**config.mk**
```make
export PLATFORM = sky130hd
export DESIGN_NAME = otter_intc
export DESIGN_NICKNAME = d
export VERILOG_FILES = /design/src/rtl/otter_intc_pkg.sv /design/src/rtl/otter_intc_prio_enc.sv /design/src/rtl/otter_intc.sv
export SDC_FILE = /design/constraint.sdc
export NUM_CORES = 1
export LEC_CHECK = 0
export BUFFER_PORTS_ARGS = -buffer_cell sky130_fd_sc_hd__buf_4
export CAP_MARGIN = 20
export CORE_ASPECT_RATIO = 0.75
export CORE_MARGIN = 2
export CORE_UTILIZATION = 25
export CTS_CLUSTER_DIAMETER = 50
export CTS_CLUSTER_SIZE = 28
export DETAILED_ROUTE_END_ITERATION = 8
export SLEW_MARGIN = 20
export SYNTH_ARGS = -nofsm -noshare
export SYNTH_HDL_FRONTEND = slang
export SYNTH_SLANG_ARGS = --single-unit
```
**constraint.sdc**
```tcl
create_clock -name i_clk -period 4.43 [get_ports i_clk]
set_clock_uncertainty 0.2 [all_clocks]
set_input_delay 0.2215 -clock i_clk [delete_from_list [all_inputs] [get_ports i_clk]]
set_output_delay 0.2215 -clock i_clk [all_outputs]
set_load 0.005 [all_outputs]
```
**src/rtl/otter_intc_pkg.sv**
```systemverilog
// otter_intc shared definitions: register offsets, id width,
// controller state encoding and the size of the register window.
package otter_intc_pkg;

    localparam logic [4:0] OFF_PENDING   = 5'h00;
    localparam logic [4:0] OFF_ENABLE    = 5'h04;
    localparam logic [4:0] OFF_EDGE      = 5'h08;
    localparam logic [4:0] OFF_CLAIM     = 5'h0C;
    localparam logic [4:0] OFF_INSERVICE = 5'h10;

    localparam int ID_W = 6;

    localparam logic [31:0] WINDOW_BYTES = 32'h14;

    typedef enum logic {
        IDLE    = 1'b0,
        CLAIMED = 1'b1
    } intc_state_t;

endpackage

```
**src/rtl/otter_intc_prio_enc.sv**
```systemverilog
// Find-first-set over N bits; lowest set index wins.
// Ports: i_vec request vector, o_valid any bit set, o_idx lowest index.
import otter_intc_pkg::*;

module otter_intc_prio_enc #(
    parameter int N = 32
) (
    input  logic [N-1:0]    i_vec,
    output logic            o_valid,
    output logic [ID_W-1:0] o_idx
);

    always_comb begin
        o_valid = |i_vec;
        o_idx   = '0;
        for (int i = N - 1; i >= 0; i--) begin
            if (i_vec[i]) o_idx = ID_W'(i);
        end
    end

endmodule

```
**src/rtl/otter_intc.sv**
```systemverilog
// Memory-mapped interrupt controller with claim/complete serialisation.
// Ports: i_clk, i_rst_n (async low), i_src raw sources, i_iobus_* request
// (re/we/sel/addr/wdata), o_iobus_rdata/o_iobus_ack reply, o_irq to MCU.
import otter_intc_pkg::*;

module otter_intc #(
    parameter int          N_SRC       = 32,
    parameter logic [31:0] BASE_ADDR   = 32'h0001_1000,
    parameter int          SYNC_STAGES = 2
) (
    input  logic             i_clk,
    input  logic             i_rst_n,
    input  logic [N_SRC-1:0] i_src,
    input  logic             i_iobus_re,
    input  logic             i_iobus_we,
    input  logic [3:0]       i_iobus_sel,
    input  logic [31:0]      i_iobus_addr,
    input  logic [31:0]      i_iobus_wdata,
    output logic [31:0]      o_iobus_rdata,
    output logic             o_iobus_ack,
    output logic             o_irq
);

    logic [N_SRC-1:0] w_synced;
    logic [N_SRC-1:0] r_prev;
    logic [N_SRC-1:0] r_pending;
    logic [N_SRC-1:0] r_enable;
    logic [N_SRC-1:0] r_edge;
    intc_state_t      r_state;
    intc_state_t      w_state_nx;
    logic [ID_W-1:0]  r_isvc;
    logic [ID_W-1:0]  w_isvc_nx;

    for (genvar i = 0; i < N_SRC; i++) begin : g_sync
        logic [SYNC_STAGES-1:0] r_chain;
        always_ff @(posedge i_clk or negedge i_rst_n) begin
            if (!i_rst_n) r_chain <= '0;
            else          r_chain <= {r_chain[SYNC_STAGES-2:0], i_src[i]};
        end
        assign w_synced[i] = r_chain[SYNC_STAGES-1];
    end

    logic [N_SRC-1:0] w_rise;
    assign w_rise = w_synced & ~r_prev;

    // Wrapping subtraction turns addresses below the base into huge
    // offsets, so a single compare bounds both ends of the window.
    logic [31:0] w_off;
    logic        w_hit;
    logic        w_rd;
    logic        w_wr;
    logic [4:0]  w_word;
    assign w_off  = i_iobus_addr - BASE_ADDR;
    assign w_hit  = (i_iobus_re | i_iobus_we) && (w_off < WINDOW_BYTES);
    assign w_rd   = w_hit & i_iobus_re & ~i_iobus_we;
    assign w_wr   = w_hit & i_iobus_we;
    assign w_word = {w_off[4:2], 2'b00};

    logic [31:0]      w_lane;
    logic [N_SRC-1:0] w_wmask;
    assign w_lane  = {{8{i_iobus_sel[3]}}, {8{i_iobus_sel[2]}},
                      {8{i_iobus_sel[1]}}, {8{i_iobus_sel[0]}}};
    assign w_wmask = i_iobus_wdata[N_SRC-1:0] & w_lane[N_SRC-1:0];

    logic [N_SRC-1:0] w_pe;
    logic             w_pe_any;
    logic [ID_W-1:0]  w_pe_idx;
    assign w_pe = r_pending & r_enable;

    otter_intc_prio_enc #(.N(N_SRC)) u_prio (
        .i_vec   (w_pe),
        .o_valid (w_pe_any),
        .o_idx   (w_pe_idx)
    );

    logic [ID_W-1:0] w_claim_val;
    logic            w_claim;
    logic            w_complete;
    assign w_claim_val = (r_state == IDLE && w_pe_any)
                         ? w_pe_idx + ID_W'(1) : '0;
    assign w_claim     = w_rd && (w_word == OFF_CLAIM)
                         && (r_state == IDLE) && w_pe_any;
    assign w_complete  = w_wr && (w_word == OFF_CLAIM)
                         && (|i_iobus_sel) && (r_state == CLAIMED)
                         && (i_iobus_wdata[ID_W-1:0] == r_isvc);

    always_comb begin
        w_state_nx = r_state;
        w_isvc_nx  = r_isvc;
        unique case (r_state)
            IDLE: begin
                if (w_claim) begin
                    w_state_nx = CLAIMED;
                    w_isvc_nx  = w_claim_val;
                end
            end
            CLAIMED: begin
                if (w_complete) begin
                    w_state_nx = IDLE;
                    w_isvc_nx  = '0;
                end
            end
            default: begin
                w_state_nx = IDLE;
                w_isvc_nx  = '0;
            end
        endcase
    end

    // Edge bits: clears (W1C or claim) lose to a same-cycle rise.
    // Level bits simply follow the synchronised input.
    logic [N_SRC-1:0] w_clr;
    logic [N_SRC-1:0] w_pend_nx;
    always_comb begin
        w_clr = '0;
        if (w_wr && w_word == OFF_PENDING) w_clr = w_wmask;
        if (w_claim) w_clr = w_clr | (N_SRC'(1) << w_pe_idx);
        w_pend_nx = (r_edge & ((r_pending & ~w_clr) | w_rise))
                  | (~r_edge & w_synced);
    end

    logic [31:0] w_rval;
    always_comb begin
        w_rval = '0;
        unique case (w_word)
            OFF_PENDING:   w_rval = 32'(r_pending);
            OFF_ENABLE:    w_rval = 32'(r_enable);
            OFF_EDGE:      w_rval = 32'(r_edge);
            OFF_CLAIM:     w_rval = 32'(w_claim_val);
            OFF_INSERVICE: w_rval = 32'(r_isvc);
            default:       w_rval = '0;
        endcase
    end

    always_ff @(posedge i_clk or negedge i_rst_n) begin
        if (!i_rst_n) begin
            r_state <= IDLE;
            r_isvc  <= '0;
        end else begin
            r_state <= w_state_nx;
            r_isvc  <= w_isvc_nx;
        end
    end

    always_ff @(posedge i_clk or negedge i_rst_n) begin
        if (!i_rst_n) begin
            r_prev        <= '0;
            r_pending     <= '0;
            r_enable      <= '0;
            r_edge        <= '0;
            o_irq         <= 1'b0;
            o_iobus_ack   <= 1'b0;
            o_iobus_rdata <= '0;
        end else begin
            r_prev    <= w_synced;
            r_pending <= w_pend_nx;
            if (w_wr && w_word == OFF_ENABLE)
                r_enable <= (r_enable & ~w_lane[N_SRC-1:0]) | w_wmask;
            if (w_wr && w_word == OFF_EDGE)
                r_edge <= (r_edge & ~w_lane[N_SRC-1:0]) | w_wmask;
            o_irq         <= (w_state_nx == IDLE) && (|w_pe);
            o_iobus_ack   <= w_hit;
            o_iobus_rdata <= w_rd ? w_rval : '0;
        end
    end

endmodule

```
## After elaboration in Yosys (flattened, before gate mapping)

Index checks and enable logic that the tools add are counted.
Widths: inputs -> output; s select.

- Flip-flop bits (word level): 233
- Bits of input ports: 104

- $add $sub $neg: 2
- Magnitude comparators: 1
- Equal/unequal tests: 7
- Shift-type cells: 1
- Mux-type cells: 43
- Bitwise operators: 24
- Reductions and logical operators: 17

Operators with widths:

| operator | number |
|---|---|
| $and 32x32->32 | 8 |
| $mux 5 | 32 |
| $or 32x32->32 | 5 |
| $pmux 32 s5 | 1 |
| $not 32->32 | 4 |
| $mux 32 | 3 |
| $lt 32x5->1 const B | 1 |
| $reduce_or 32->1 | 1 |
| $shl 1x6->32 const A | 1 |
| $sub 32x17->32 const B | 1 |
| $mux 6 | 3 |
| $logic_and 1x1->1 | 13 |
| $pmux 6 s2 | 1 |
| $add 6x1->6 const B | 1 |
| $eq 3x2->1 const B | 2 |
| $eq 6x6->1 | 1 |
| $logic_not 5->1 | 1 |
| $reduce_or 4->1 | 1 |
| $and 1x1->1 | 3 |
| $eq 3x1->1 const B | 1 |
| $eq 3x3->1 const B | 1 |
| $not 1->1 | 3 |
| $mux 1 | 2 |
| $ne 2x1->1 const B | 1 |
| other kinds (4) | 4 |

## Logic depth before layout (Yosys ltp)

Gate-level depths: netlist of run 1.

- Depth in word-level cells: 41
- Mapped depth: 13
- Gate-level depth less buffers: 13

## By module

From an unflattened synthesis of run 1, not the netlist that was laid out.

- Cell total of the unflattened synthesis: 917
- Area, all modules: 10149.7 um^2

Modules (own cells, without submodules):

| module | times used | cells each | area each (um^2) | seq. area each (um^2) |
|---|---|---|---|---|
| otter_intc | 1 | 850 | 9753.1 | 5830.6 |
| otter_intc_prio_enc | 1 | 67 | 396.6 | 0.0 |

## Least setup slack after synthesis of run 1

No wires, ideal clock.

- Path kind: register to register
- Start: reg r_pending[30]
- End: reg o_iobus_rdata[4]
- Arrival: 2.359 ns
- Data required time: 4.147 ns
- Setup slack: 1.789 ns
- Cell stages (with the launch flop): 14
- Path buffers: 0
- Clock period less this slack: 2.641 ns
- Cells stage by stage: dfrtp_1 > a22oi_1 > nor2b_1 > or3_1 > a21oi_1 > o31a_1 > nor2_1 > nor2_1 > nor2_1 > ha_1 > nand2_1 > a21oi_1 > or4_1 > o21ai_0

- Longest elaborated chain between the ends: 36

RTL lines:

| item | RTL line | RTL |
|---|---|---|
| start: declaration | otter_intc.sv:26 | `logic [N_SRC-1:0] r_pending;` |
| start signal: assignment | otter_intc.sv:156 | `r_pending <= w_pend_nx;` |
| $and 32x32->32 (*) | otter_intc.sv:68 | `assign w_pe = r_pending & r_enable;` |
| $mux 5 (31 in a row) | otter_intc_prio_enc.sv:17 | `if (i_vec[i]) o_idx = ID_W'(i);` |
| $add 6x1->6 | otter_intc.sv:80 | `? w_pe_idx + ID_W'(1) : '0;` |
| $mux 6 (*) | otter_intc.sv:80 |  |
| $pmux 32 s5 (*) | otter_intc.sv:125 | `unique case (w_word)` |
| $mux 32 (*) | otter_intc.sv:163 | `o_iobus_rdata <= w_rd ? w_rval : '0;` |
| end signal: assignment | otter_intc.sv:163 |  |
| end: declaration | otter_intc.sv:19 | `output logic [31:0] o_iobus_rdata,` |

Mark *: on every way between the ends. The rest lies on a longest branch, timed or not.
A chain may end at the register's enable or synchronous reset.

==> results.toml, run 1 <==
[outcome]
status = "finished, final reports clean"

[cts]
cts_resized = 0
clock_latency_ps = 530
cts_tree = "yes"
cts-buffers-inserted = 18
cts_buffer_depth = 3
path_clk_slew_ps = 100
root_buffer = "clkbuf_16"
cts_setup_buffers = 0
htreeDepth = 1
cts.sinks = 233

[floorplan]
ios = 138
initial_core_util = 0.2533
die_w_microns = 231.1
dieHeight_microns = 174.3
core-area_sq_mm = 0.03817
rows = 62
dieArea_sq_mm = 0.04028

[cells_and_area]
multi_input_area_sq_mm = 0.003697
fillCellCount = 3856
final_nets = 1124
antenna_cells = 0
seq_area_sq_mm = 0.005831
drive_above_1_share = 0.2476
mostFrequentLayoutCell = "dfrtp_1"
area_delta_synth_final_pct = 31.77
layout_common_cells = "dfrtp_1 (233), buf_4 (139), nand2_1 (111)"
final_util = 0.3338

[critical_path]
critPathRequiredTime_ps = 4640
cp.arrival_ps = 4170
startpoint_type = "input pin"
critPathBufInv = 3
critPathMaxFanout = 8
cpLargestDelayFamily = "simple AND/OR/NAND/NOR gates"
slowest_delay_ps = 760
path_common_cell = "dlygate4sd3_1"
path_cells = "dlygate4sd3_1 > buf_4 > or4_4 > a21oi_2 > and3_1 > o2111a_2 > and2_1 > and4bb_1 > nand2_8 > mux2_4 > dlygate4sd3_1"
critPathCaptureType = "register"
slowest_stage = "and4bb_1"
crit_type = "in2reg"
startpoint = "i_iobus_addr[13]"

[min_path]
hold_start = "i_iobus_we"
hold_class = "in2reg"

[drt]
dr.pass1.iters = 5
wire_per_inst_microns = 18.04
drt_iter0_drc = 510
ant_nets = 0
drc = 0
viasPerCell = 4.608
vias = 7087
routed_wl_mm = 27.74

[sta]
tightest_slew_ps = 905.8
fin_ws_ps = 469.9
slew_viol_final = 0
fin_tns_setup_ps = 0
period_needed_ps = 3960
slew_headroom = 0.3961
rsz0062_at_grt = "false"
fmax_mhz = 252.5
fin_crit_sh = 0.8939
finalHoldViolCount = 0
setup_violations = 0

[power_and_ir_drop]
leakage_nw = 5.865
p_per_area_mw_per_mm2 = 334.3
vdd_drop_max_v = 0.0001735

[grt]
grt_max_degree = 119
track_usage = 0.1388
grt_overflow_total = 0
grt_pass1_wl_mm = 43.25
grt_pass1_vias = 7246
antenna_found_initial = 0

[placed_design]
routabilityCongestion = 0.8751
preCtsSetupSlack_ps = 1019
numPortBuffers = 135
post-dp-hpwl_mm = 19.61

[yosys]
yosysUniqueCellTypes = 54
syn_inst = 795
syn_nets = 905
avgSynthCellArea_sq_um = 12.16
syn_area_sq_mm = 0.009668
seq_area_frac_synth = 0.6031
ys_warn_count = 0
synth-seq-cells = 233

[run]
max_cap_violations = 0
-- layout make-up --
cell class,instances,share of cell area
flip-flops and latches,233,0.4577
multi-input cells,531,0.2902
repair buffers,224,0.1499
well taps,512,0.05028
clock buffers,21,0.03791
clock inverters,11,0.01228
inverters,6,0.001768
-- synth_stat cells (all sizes together) --
master,count,area (sq um)
and4bb,1,12.51
nand3,17,85.08
o41ai,2,17.52
xor2,1,8.760
nor3,5,25.02
o22ai,2,12.51
mux2i,31,310.3
inv,6,22.52
xnor2,6,52.55
clkbuf,13,48.80
or4,3,26.27
nand2,115,496.7
o2111a,2,23.77
o21ai,10,53.80
a32o,14,140.1
a2111oi,1,8.760
a31oi,4,25.02
nor3b,2,26.28
or4b,1,10.01
nor2b,5,31.28
buf,12,68.82
a21bo,1,10.01
o31a,1,8.760
and2,4,25.02
a22o,36,315.3
a221oi,4,35.03
a22oi,15,112.6
nor4,11,120.1
a21oi,65,329.1
nand3b,2,27.53
nand2b,4,25.02
mux2,66,863.3
or3,1,6.260
dfrtp,233,5831
a222oi,1,10.01
and3,3,18.77
nor2,83,311.6
ha,6,75.07
nand4,3,18.77
or2,3,18.77
-- tightest hold or removal path, cell delays in order --
cell	delay, ps
buf_4	130
nand3b_4	290
a21oi_1	90
-- kinds of logic (layout without fill, tap and decap cells) --
kind of cell	after synthesis	after routing	synth area share
AOI/OAI and AO/OA	158	158	0.1140
xor gates and xnor gates	7	7	0.006342
adders and majority gates	6	6	0.007765
buffers and inverters	31	262	0.01450
DFF	233	233	0.6031
muxes	97	97	0.1214
and+or+nand+nor	263	263	0.1329
-- layer usage --
layer | share of wire | GRT usage
met5 | 0 | 0
met4 | 0.014 | 0.02177
met3 | 0.076 | 0.03428
met2 | 0.42 | 0.2008
met1 | 0.49 | 0.2111
-- metrics by stage --
step	std cells	power [mW]	hold slack, ps	instance area, sq um
4_1_cts	1538	4.332	19.22	12740
3_3_place_gp	1423	2.479	131.7	11270
2_1_floorplan	795	2.315	-274.1	9668
3_5_place_dp	1423	2.484	131.9	11270
5_1_grt	1538	4.451	59.36	12740
6_report	1538	4.258	49.12	12740
-- path summary, 6_finish.rpt --
path                                                    to  slack [ps]  cells past startpoint
setup / recovery                                  register         470                     11
hold / removal                  o_iobus_rdata[1]$_DFF_PN0_          50                      3
setup reg to reg                    r_pending[4]$_DFF_PN0_         880                     10
hold reg to reg            g_sync[23].r_chain[1]$_DFF_PN0_         150                      0
max in group asynchronous   g_sync[2].r_chain[1]$_DFF_PN0_        2920                      3
min in group asynchronous       asynchronous set/reset pin         150                      2
-- power by group --
group	leakage, nW	internal, mW	total, mW	switching [mW]
combinational	2.60	0.138	0.273	0.135
sequential	2.96	2.18	2.22	0.0350
clock	0.309	0.856	1.77	0.911
-- repair_timing --
action	in CTS	in global routing
hold endpoints to repair	249	0
setup endpoints to repair	0	0
hold buffers	83	0
No activity file was read; power rests on OpenSTA's default activity.
==> inputs of run 2 (changes only) <==
ABC_AREA = 1   (was not set)
TNS_END_PERCENT = 100   (was not set)
==> results.toml, run 2 <==
[outcome]
status = "finished, final reports clean"

[cells_and_area]
fillCellCount = 3869
area_delta_synth_final_pct = 31.72
layout_common_cells = "nand2_1 (368), dfrtp_1 (233), buf_4 (145)"
drive_above_1_share = 0.1645
mostFrequentLayoutCell = "nand2_1"
final_nets = 1324

[grt]
grt_pass1_wl_mm = 44.17
grt_pass1_vias = 7651
track_usage = 0.1425
grt_max_degree = 125
grt_overflow_total = 0
antenna_found_initial = 0

[power_and_ir_drop]
power_mw = 4.268
p_per_area_mw_per_mm2 = 341.9
leakage_nw = 5.735
vdd_drop_max_v = 0.0002090

[drt]
wire_per_inst_microns = 16.41
dr.pass1.iters = 6
drc = 0
vias = 8016
drt_iter0_drc = 900
routed_wl_mm = 28.44
viasPerCell = 4.626
ant_nets = 0

[cts]
path_clk_slew_ps = 80
cts.sinks = 233
htreeDepth = 1
cts_buffer_depth = 3
root_buffer = "clkbuf_16"
cts-buffers-inserted = 20
cts_tree = "yes"
cts_resized = 0
clock_latency_ps = 540

[critical_path]
cp.depth = 39
critPathCaptureType = "register"
critPathMaxFanout = 5
path_common_cell = "nand2_1"
startpoint_type = "register"
cp.arrival_ps = 3930
crit_type = "reg2reg"
r2r-end = "r_pending[12]$_DFF_PN0_"
r2r_start = "r_pending[31]$_DFF_PN0_"
cpLargestDelayFamily = "simple AND/OR/NAND/NOR gates"
slowest_stage = "dfrtp_1"
critPathRequiredTime_ps = 4640
slowest_delay_ps = 400
critPathBufInv = 2
r2r_slack_ps = 710
r2r.worst_path.cells = 39

[yosys]
synth_common_cells = "nand2_1 (368), dfrtp_1 (233), inv_1 (65), o21ai_1 (65), nor2_1 (40)"
async_flop_share = 1.000
synth_top_area_cell = "dfrtp_1"
synthTopCellsByArea = "dfrtp_1 (62%), nand2_1 (15%), o21ai_1 (3.4%)"
synth-main-ff-cell = "dfrtp_1"
syn_area_sq_mm = 0.009475
ys_warn_count = 0
avgSynthCellArea_sq_um = 9.372
syn_inst = 1011
synth-seq-cells = 233
syn_nets = 1121
synth_edf_count = 0
synth_top_area_frac = 0.6153
synth_most_common_cell = "nand2_1"
yosysUniqueCellTypes = 32
seq_area_frac_synth = 0.6153

[floorplan]
initial_core_util = 0.2544
rows = 61
dieArea_sq_mm = 0.03949
ios = 138
dieHeight_microns = 172.6
core-area_sq_mm = 0.03725
die_w_microns = 228.8

[min_path]
hold_start = "i_iobus_addr[4]"
min_path_cells = 4
hold_class = "in2reg"
min_to = "o_iobus_rdata[5]$_DFF_PN0_"

[sta]
finalHoldViolCount = 0
fin_tns_setup_ps = 0
slew_headroom = 0.3503
fin_crit_sh = 0.8403
rsz0062_at_grt = "false"
tightest_slew_ps = 974.6
period_needed_ps = 3723
fmax_mhz = 268.6
slew_viol_final = 0
setup_violations = 0

[placed_design]
post-dp-hpwl_mm = 19.57
numPortBuffers = 135
routabilityCongestion = 0.9050

[run]
max_cap_violations = 0
-- run 2: changes by cell type after synthesis, moves of 32 or more --
cell,previous run,this run
a21oi_1,64,8
inv_1,6,65
a22o_1,36,0
mux2_2,33,0
mux2_4,32,0
o21ai_1,0,65
nor2_1,83,40
o2111ai_1,0,33
nand2_1,111,368
-- run 2: metrics by stage --
step / worst slack [ps] / hold slack (ps) / util / instance area (sq um) / instances
2_1_floorplan: 1402 / -274.1 / - / 9475 / 1011
3_3_place_gp: 759.7 / 130.9 / 0.2975 / 11080 / 1624
3_5_place_dp: 799.3 / 132.0 / 0.2975 / 11080 / 1624
4_1_cts: 757.7 / 4.335 / 0.3350 / 12480 / 1732
5_1_grt: 189.9 / 53.48 / 0.3350 / 12480 / 1732
6_report: 707.3 / 36.50 / 0.3351 / 12480 / 1733
-- run 2: kinds of logic (layout without fill, tap and decap cells) --
family,after synthesis,in the layout,share of synthesized area
AO/OA/AOI/OAI,162,162,0.1078
XOR/XNOR,2,2,0.001849
adder cells (fa/ha/maj),6,6,0.007923
buffers and inverters,106,323,0.04410
flip-flops,233,233,0.6153
other,0,1,0
AND/OR/NAND/NOR,502,502,0.2230
-- run 2: layout make-up --
class / count / area, sq um / share of cell area
Inverter: 68 / 255.2 / 0.02045
Tap cell: 504 / 630.6 / 0.05053
Timing Repair Buffer: 219 / 1844 / 0.1478
Clock buffer: 24 / 535.5 / 0.04291
Antenna cell: 1 / 2.502 / 0.0002005
Clock inverter: 12 / 142.6 / 0.01143
Multi-Input combinational cell: 672 / 3239 / 0.2595
Sequential cell: 233 / 5831 / 0.4672
-- run 2: how the worst max path moves through the flow --
stage	start	slack (ps)	end
2_1_floorplan	register	1400	o_iobus_rdata[4]$_DFF_PN0_
3_3_place_gp	r_pending[30]$_DFF_PN0_	760	r_pending[29]$_DFF_PN0_
3_5_place_dp	register	800	o_iobus_rdata[4]$_DFF_PN0_
4_1_cts	r_pending[31]$_DFF_PN0_	760	r_pending[12]$_DFF_PN0_
5_1_grt	r_pending[31]$_DFF_PN0_	190	r_pending[29]$_DFF_PN0_
6_report	r_pending[31]$_DFF_PN0_	710	r_pending[12]$_DFF_PN0_
-- run 2: report_power, final --
part	leakage [nW]	internal [mW]	switching [mW]
Combinational	2.47	0.120	0.137
Clock	0.324	0.914	0.884
Sequential	2.94	2.18	0.0281
-- run 2: worst register-to-register path, delay by kind of cell, from the launching register on --
kind | cells | cell delay [ps]
AOI/OAI and AO/OA | 1 | 130
adders and majority gates | 1 | 320
buffers and inverters | 2 | 130
DFF | 1 | 400
and+or+nand+nor | 35 | 2410
-- run 2: routing by layer --
layer,wire length (microns),vias to the layer above,global-route usage
met5,0,-,0
met4,473,0,0.02841
met3,2208,39,0.03199
met2,12300,316,0.2112
met1,13450,3868,0.2128
li1,-,3793,-
-- run 2: timing repair --
action | 4_1_cts | 5_1_grt
setup buffers | 0 | 0
hold buffers | 72 | 0
endpoints found under the setup margin | 0 | 0
endpoints found under the hold margin | 251 | 0
==> inputs of run 3 (changes only) <==
clock period = 3.3 ns   (was 4.43 ns; I/O delays follow)
==> results.toml, run 3 (synthesized netlist as in run 2, its figures left out) <==
[grt]
antenna_found_initial = 1
grt_overflow_total = 0
grt_pass1_vias = 8341
grt_max_degree = 105
grt_pass1_wl_mm = 47.22
track_usage = 0.1512

[power_and_ir_drop]
seqPwrFrac = 0.501
power_mw = 5.934
combPwrFrac = 0.061
vdd_drop_max_v = 0.0002987
p_int_mw = 4.508
p_clk_frac = 0.439
swShare = 0.2404
leakage_nw = 6.037
switchingPower_mw = 1.426
p_per_area_mw_per_mm2 = 446.1

[cts]
htreeDepth = 1
cts_tree = "yes"
clock_latency_ps = 520
cts-buffers-inserted = 21
root_buffer = "clkbuf_16"
cts_buffer_depth = 3
path_clk_slew_ps = 80
cts.sinks = 233

[drt]
drc = 0
wire_per_inst_microns = 16.74
wl_met2_mm = 13.09
viasPerCell = 4.618
vias = 8238
drt_iter0_drc = 781
ant_nets = 0
routed_wl_mm = 29.86
topRoutingLayerUsed = "met5"
wl_met1_mm = 14.11
dr.pass1.iters = 5
met3WireLength_mm = 2.182

[critical_path]
slowest_stage = "dfrtp_1"
r2r.worst_path.cells = 39
critPathBufInv = 2
critPathCaptureType = "register"
crit_type = "reg2reg"
cpLargestDelayFamily = "simple AND/OR/NAND/NOR gates"
slowest_delay_ps = 400
path_common_cell = "nand2_1"
critPathMaxFanout = 4
cp.arrival_ps = 3590
cp.depth = 39
startpoint_type = "register"
critPathRequiredTime_ps = 3500

[min_path]
hold_start = "i_iobus_addr[2]"
hold_class = "in2reg"
min_path_cells = 5

[sta]
fmax_mhz = 295.0
finalHoldViolCount = 0
tightest_slew_ps = 813.8
fin_ws_ps = -89.66
slew_headroom = 0.4575
period_needed_ps = 3390
rsz0062_at_grt = "true"
slew_viol_final = 0
fin_crit_sh = 1.027
setup_violations = 16

[floorplan]
dieHeight_microns = 172.6
dieArea_sq_mm = 0.03949
initial_core_util = 0.2544
rows = 61
die_w_microns = 228.8
ios = 138
core-area_sq_mm = 0.03725

[placed_design]
post-dp-hpwl_mm = 20.63
numPortBuffers = 135
dpl_cell_area_sq_mm = 0.01143
routabilityCongestion = 0.8962

[cells_and_area]
drive_above_1_share = 0.2391
stdcell_area_sq_mm = 0.01330
antenna_cells = 0
layout_common_cells = "nand2_1 (362), dfrtp_1 (233), buf_4 (190)"
area_delta_synth_final_pct = 40.37
mostFrequentLayoutCell = "nand2_1"
final_nets = 1376

[outcome]
violations = "setup timing"
status = "finished with violations"

[run]
max_cap_violations = 0
-- run 3: cell type report --
cell class,instances,area [sq um]
multi-input combinational,672,3573
tap,504,630.6
clock inverter,14,196.4
inverter,68,269.0
fill,3825,23950
clock buffer,23,543.0
timing repair buffer,270,2257
sequential,233,5831
-- run 3: through the flow --
| stage | setup slack [ps] | hold WS [ps] | setup TNS, ps | util | cells |
|---|---|---|---|---|---|
| floorplan | 271.5 | -330.6 | 0 | - | 1011 |
| finish | -89.66 | 73.99 | -548.4 | 0.3571 | 1784 |
| global route | -440.6 | 69.16 | -13060 | 0.3571 | 1784 |
| global placement | -349.7 | 74.02 | -3960 | 0.3069 | 1669 |
| CTS | -37.02 | 73.33 | -87.10 | 0.3534 | 1782 |
| detailed placement | -323.7 | 75.30 | -4784 | 0.3069 | 1669 |
-- run 3: power groups by stage --
stage,registers [mW],clock network [mW],logic (mW)
5_1_grt,2.98,2.80,0.398
4_1_cts,2.97,2.68,0.364
3_3_place_gp,3.02,0,0.286
3_5_place_dp,3.03,0,0.289
2_1_floorplan,3.01,0,0.0757
6_report,2.97,2.60,0.359
-- run 3: worst paths after layout --
kind	end	slack, ps
max in group asynchronous	asynchronous set/reset pin	1940
setup / recovery	r_pending[27]$_DFF_PN0_	-90
min in group asynchronous	o_iobus_rdata[22]$_DFF_PN0_	100
hold reg to reg	g_sync[17].r_chain[1]$_DFF_PN0_	150
hold / removal	o_iobus_rdata[5]$_DFF_PN0_	70
setup reg to reg	r_pending[27]$_DFF_PN0_	-90
-- run 3: repair_timing --
item,4_1_cts,5_1_grt
setup buffers,3,3
hold buffers,73,0
endpoints found under the setup margin,35,41
resized for setup,48,32
pin swaps,25,33
hold endpoints to repair,231,0
-- run 3: worst reg2reg max path, delay by kind of cell, from the launching register on --
family                     cells  cell delay [ps]
AOI/OAI and AO/OA              1              130
and+or+nand+nor               34             2010
adders and majority gates      2              330
DFF                            1              400
buffers and inverters          2              220
-- run 3: metal layers --
layer,up-vias,global-route usage
met3,38,0.03743
li1,3903,-
met4,2,0.02652
met2,291,0.2305
met5,-,0
met1,4004,0.2198
